File: config.mk
export PLATFORM = sky130hd
export DESIGN_NAME = rca_pr_scheduler
export DESIGN_NICKNAME = d
export VERILOG_FILES = /design/src/rtl/rca_pr_scheduler.sv
export SDC_FILE = /design/constraint.sdc
export NUM_CORES = 1
export LEC_CHECK = 0
export CAP_MARGIN = 10
export CORE_MARGIN = 2
export CORE_UTILIZATION = 30
export DETAILED_ROUTE_END_ITERATION = 8
export SLEW_MARGIN = 20
export SYNTH_ARGS = -nofsm -noshare
export SYNTH_HDL_FRONTEND = slang
export SYNTH_SLANG_ARGS = --single-unit
File: constraint.sdc
create_clock -name clk -period 4.3 [get_ports clk]
set_input_delay 0.86 -clock clk [delete_from_list [all_inputs] [get_ports clk]]
set_output_delay 0.86 -clock clk [all_outputs]
set_load 0.05 [all_outputs]
File: src/rtl/rca_pr_scheduler.sv
// Partial-reconfiguration scheduler for the RCA slots: arbitrates profiler/software
// requests into a small FIFO, then locks, drains, reconfigures and records each slot.
module rca_pr_scheduler #(
    parameter int NUM_SLOTS  = 3,
    parameter int CFG_W      = 4,
    parameter int FIFO_DEPTH = 4,
    parameter int TIMEOUT    = 1024,
    localparam int SLOT_W    = (NUM_SLOTS > 1) ? $clog2(NUM_SLOTS) : 1
) (
    input  logic                       clk,
    input  logic                       rst,
    input  logic                       prof_req_valid,
    output logic                       prof_req_ready,
    input  logic [SLOT_W-1:0]          prof_req_slot,
    input  logic [CFG_W-1:0]           prof_req_cfg,
    input  logic                       sw_req_valid,
    output logic                       sw_req_ready,
    input  logic [SLOT_W-1:0]          sw_req_slot,
    input  logic [CFG_W-1:0]           sw_req_cfg,
    input  logic [NUM_SLOTS-1:0]       slot_busy,
    input  logic                       pr_done,
    input  logic                       err_clr,
    output logic [NUM_SLOTS-1:0]       slot_lock,
    output logic                       pr_start,
    output logic [SLOT_W-1:0]          pr_slot,
    output logic [CFG_W-1:0]           pr_cfg,
    output logic [NUM_SLOTS-1:0]       loaded_valid,
    output logic [NUM_SLOTS*CFG_W-1:0] loaded_cfg,
    output logic                       pr_error,
    output logic                       pr_request_pending
);

    localparam int PTR_W = (FIFO_DEPTH > 1) ? $clog2(FIFO_DEPTH) : 1;
    localparam int CNT_W = $clog2(FIFO_DEPTH + 1);
    localparam int TMO_W = (TIMEOUT > 1) ? $clog2(TIMEOUT) : 1;
    localparam logic [SLOT_W:0] SLOT_LIMIT = (SLOT_W + 1)'(NUM_SLOTS);

    typedef enum logic [2:0] {
        S_IDLE,
        S_LOCK,
        S_START,
        S_WAIT,
        S_RELEASE
    } state_t;

    state_t state, state_n;

    logic [SLOT_W-1:0] fifo_slot [FIFO_DEPTH];
    logic [CFG_W-1:0]  fifo_cfg  [FIFO_DEPTH];
    logic [PTR_W-1:0]  wr_ptr, rd_ptr;
    logic [CNT_W-1:0]  count;
    logic              fifo_full, fifo_empty;

    logic              prio_sw;
    logic              grant_prof, grant_sw, push, pop;
    logic [SLOT_W-1:0] push_slot, head_slot, cur_slot;
    logic [CFG_W-1:0]  push_cfg, head_cfg, cur_cfg;
    logic              head_dup;
    logic [CFG_W-1:0]  loaded_tab [NUM_SLOTS];
    logic [TMO_W-1:0]  tmo_cnt;
    logic              done_hit, tmo_hit;

    // Fullness uses the registered count, so a same-cycle pop never frees a slot for a push.
    always_comb begin
        fifo_full  = (count == CNT_W'(FIFO_DEPTH));
        fifo_empty = (count == '0);
        grant_prof = 1'b0;
        grant_sw   = 1'b0;
        if (rst && !fifo_full) begin
            if (prof_req_valid && sw_req_valid) begin
                grant_sw   = prio_sw;
                grant_prof = !prio_sw;
            end else begin
                grant_prof = prof_req_valid;
                grant_sw   = sw_req_valid;
            end
        end
        push_slot      = grant_sw ? sw_req_slot : prof_req_slot;
        push_cfg       = grant_sw ? sw_req_cfg  : prof_req_cfg;
        push           = (grant_sw || grant_prof) && ({1'b0, push_slot} < SLOT_LIMIT);
        prof_req_ready = grant_prof;
        sw_req_ready   = grant_sw;
    end

    always_comb begin
        head_slot = fifo_slot[rd_ptr];
        head_cfg  = fifo_cfg[rd_ptr];
        head_dup  = loaded_valid[head_slot] && (loaded_tab[head_slot] == head_cfg);
        pop       = (state == S_IDLE) && !fifo_empty;
    end

    always_comb begin
        state_n   = state;
        done_hit  = 1'b0;
        tmo_hit   = 1'b0;
        case (state)
            S_IDLE:    if (pop && !head_dup) state_n = S_LOCK;
            S_LOCK:    if (!slot_busy[cur_slot]) state_n = S_START;
            S_START:   state_n = S_WAIT;
            S_WAIT: begin
                if (pr_done) begin
                    done_hit = 1'b1;
                    state_n  = S_RELEASE;
                end else if (tmo_cnt == TMO_W'(TIMEOUT - 1)) begin
                    tmo_hit = 1'b1;
                    state_n = S_RELEASE;
                end
            end
            S_RELEASE: state_n = S_IDLE;
            default:   state_n = S_IDLE;
        endcase
    end

    always_comb begin
        slot_lock = '0;
        if (state != S_IDLE) slot_lock[cur_slot] = 1'b1;
        pr_start           = (state == S_START);
        pr_slot            = cur_slot;
        pr_cfg             = cur_cfg;
        pr_request_pending = !fifo_empty || (state != S_IDLE);
        loaded_cfg         = '0;
        for (int i = 0; i < NUM_SLOTS; i++) loaded_cfg[i*CFG_W +: CFG_W] = loaded_tab[i];
    end

    always_ff @(posedge clk) begin
        if (push) begin
            fifo_slot[wr_ptr] <= push_slot;
            fifo_cfg[wr_ptr]  <= push_cfg;
        end
    end

    // A timeout in the same cycle as err_clr keeps the error flag set.
    always_ff @(posedge clk) begin
        if (!rst) begin
            state        <= S_IDLE;
            wr_ptr       <= '0;
            rd_ptr       <= '0;
            count        <= '0;
            prio_sw      <= 1'b1;
            cur_slot     <= '0;
            cur_cfg      <= '0;
            tmo_cnt      <= '0;
            pr_error     <= 1'b0;
            loaded_valid <= '0;
            for (int i = 0; i < NUM_SLOTS; i++) loaded_tab[i] <= '0;
        end else begin
            state <= state_n;
            if (push) wr_ptr <= wr_ptr + 1'b1;
            if (pop) begin
                rd_ptr   <= rd_ptr + 1'b1;
                cur_slot <= head_slot;
                cur_cfg  <= head_cfg;
            end
            count <= count + CNT_W'(push) - CNT_W'(pop);
            if (grant_sw) prio_sw <= 1'b0;
            else if (grant_prof) prio_sw <= 1'b1;
            if (state == S_START) tmo_cnt <= '0;
            else if (state == S_WAIT) tmo_cnt <= tmo_cnt + 1'b1;
            if (done_hit) begin
                loaded_tab[cur_slot]   <= cur_cfg;
                loaded_valid[cur_slot] <= 1'b1;
            end
            if (tmo_hit) loaded_valid[cur_slot] <= 1'b0;
            if (tmo_hit) pr_error <= 1'b1;
            else if (err_clr) pr_error <= 1'b0;
        end
    end

endmodule

==> flow_summary.toml <==
[power_and_ir_drop]
powerDensity_nw_per_um2 = 535
leakagePower_nw = 1.45
peakVddDrop_v = 0.000189
power_mw = 2.19

[synthesis]
synth_cell_types = 41
syn_area_um2 = 3280
synthCells = 271
yosysSeqAreaShare_pct = 55.9
ys.flop_type = "edfxtp_1"
ys_top_cells_by_area = "edfxtp_1, dfxtp_1, and2_1, mux2i_1, mux4_1"
async_flop_share_pct = 0
synth_top_cell_by_area = "edfxtp_1"
avgSynthCellArea_um2 = 12.1
yosysWarnings = 0
yosysMostFrequentCell = "edfxtp_1"
synth_commonest_cells = "edfxtp_1, dfxtp_1, and2_1"
yosys.area.top_type_share_pct = 35.7
synth-seq-cells = 72
synth_nets = 300
synth_edf_count = 39

[clocking]
path_clk_slew_ns = 0.09
cts_setup_buffers = 0
cts_tree = "done"
clk_path_buf_depth = 2
cts_hold_buffers = 0
clock_latency_ns = 0.34
ctsResizeCount = 0
clockRootBuffer = "clkbuf_8"
cts_buffers = 9
h-tree-depth = 3
cts.sinks = 72

[critical_path]
crit_start = "rst"
setup.worst_path.class = "primary input to flip-flop"
r2r_slack_ns = 1.46
r2r_cells = 12
cp_max_fo = 7
cp-start-kind = "primary input"
crit_end = "count[2]"
critical_path_arrival_ns = 3.48
r2r_start = "count[2]"
reg2reg_to = "count[2]"
cp.required_ns = 4.54
end_kind = "flip-flop"

[global_routing]
grt_max_degree = 24
grt_pass1_wl_um = 10300
grt_overflow = 0
track_usage_pct = 11.8
grt_pass1_vias = 2080
antenna_found_initial = 0

[floorplan]
initial_core_util_pct = 30.5
io_pins = 50
num_rows = 38
die-area_um2 = 11800
core_area_um2 = 10700
die_w_um = 109
die_h_um = 109

[route]
ant_nets = 0
first_pass_iters = 4
drtIter0Drc = 58
wl_um = 6380
drc = 0
vias = 2146
avgRoutedWirePerCell_um = 13.5
viasPerCell = 4.56

[outcome]
status = "complete, no violations"

[placement]
placed_area_um2 = 3920
pre_cts_slack_ns = 0.680
dp.cells = 455
place_hpwl_um = 4760
io_buffers = 49
gp_congestion = 0.736

[timing]
finClkSkew_ns = 0.0132
setup_tns_ns = 0
setup_violations = 0
slew_viol_final = 0
worst_pin_slew_ns = 0.820
rsz0062_at_grt = "no"
fin_ws_ns = 1.05
whs_ns = 0.491
finalHoldViolations = 0
max-slew-margin-rel_pct = 44.9
fmax_ghz = 0.308
min_period_ns = 3.25
period_share_pct = 75.5

[min_path]
hold_class = "flip-flop to flip-flop"

[layout]
finalNetCount = 355
fin_cells = 471
final_util_pct = 38.1
insertedDiodeCount = 0
syn_to_final_growth_pct = 24.8
fillerInstances = 1085
drive_above_1_share_pct = 9.67
design_area_um2 = 4090

[run]
cap_viol_max_count = 0
routing by layer:
layer / part of all wire [%] / up-vias / routed length (um) / track usage, %
li1: - / 1070 / - / -
met1: 47 / 1029 / 3020 / 15.1
met2: 49 / 42 / 3110 / 19.1
met3: 2.9 / 5 / 185 / 3.07
met4: 0.99 / 0 / 63 / 4.67
met5: 0 / - / 0 / 0
layout make-up:
| type | count | area, um2 | area share [%] |
|---|---|---|---|
| tap | 140 | 175 | 4.28 |
| clock buffer | 9 | 124 | 3.03 |
| inverter | 8 | 30.0 | 0.734 |
| sequential | 72 | 1830 | 44.8 |
| timing repair buffer | 53 | 515 | 12.6 |
| multi-input combinational | 182 | 1370 | 33.4 |
| clock inverter | 7 | 47.5 | 1.16 |
critical path, stage by stage:
cell,delay [ns]
clkdlybuf4s50_1,0.55
o2111a_1,0.27
nor2_1,0.07
a311oi_2,0.23
buf_4,0.18
inv_1,0.05
ha_1,0.26
inv_1,0.04
ha_1,0.18
fa_1,0.38
xnor2_1,0.15
xnor2_1,0.12
and2_1,0.15
registers in the layout, summed over array words and instances (netlist names), 3 cells and up, named ones only:
signal and cells:
fifo_cfg 16, loaded_tab 15, tmo_cnt 10, fifo_slot 8, pr_cfg 4, count 3, state 3
worst min path at each step:
| stage | startpoint | end | slack (ns) | cells after the start |
|---|---|---|---|---|
| global route | tmo_cnt[8] | tmo_cnt[8] | 0.52 | 2 |
| global placement | tmo_cnt[8] | tmo_cnt[8] | 0.46 | 2 |
| detailed placement | pr_error | pr_error | 0.49 | 2 |
| floorplan | tmo_cnt[8] | tmo_cnt[8] | 0.45 | 2 |
| finish | pr_error | pr_error | 0.49 | 2 |
| CTS | tmo_cnt[8] | tmo_cnt[8] | 0.50 | 2 |
cells in the final DEF, fill, tap and decap left out, types with 5 or more instances in the layout:
master / instances
a21oi_1: 6
and2_1: 24
buf_4: 6
clkbuf_8: 9
clkdlybuf4s50_1: 47
dfxtp_1: 33
edfxtp_1: 39
ha_1: 7
inv_1: 8
mux2_2: 6
mux2i_1: 14
mux4_1: 5
nand2_1: 17
nand2b_1: 6
nand3_1: 6
nor2_1: 21
nor2b_1: 9
nor3_1: 7
o21ai_0: 9
xnor2_1: 11
xor2_1: 11
power breakdown:
group | internal (mW) | switching (mW)
logic | 0.341 | 0.470
registers | 0.814 | 0.0961
clock network | 0.209 | 0.260
logic make-up after synthesis:
group | share of synthesized area [%]
AND/OR/NAND/NOR | 16.1
multiplexers | 11.0
buffers and inverters | 2.41
adder cells (fa/ha/maj) | 3.28
XOR/XNOR | 5.88
flip-flops | 55.9
AO/OA/AOI/OAI | 5.42
Power figures use the tool's default switching activity.
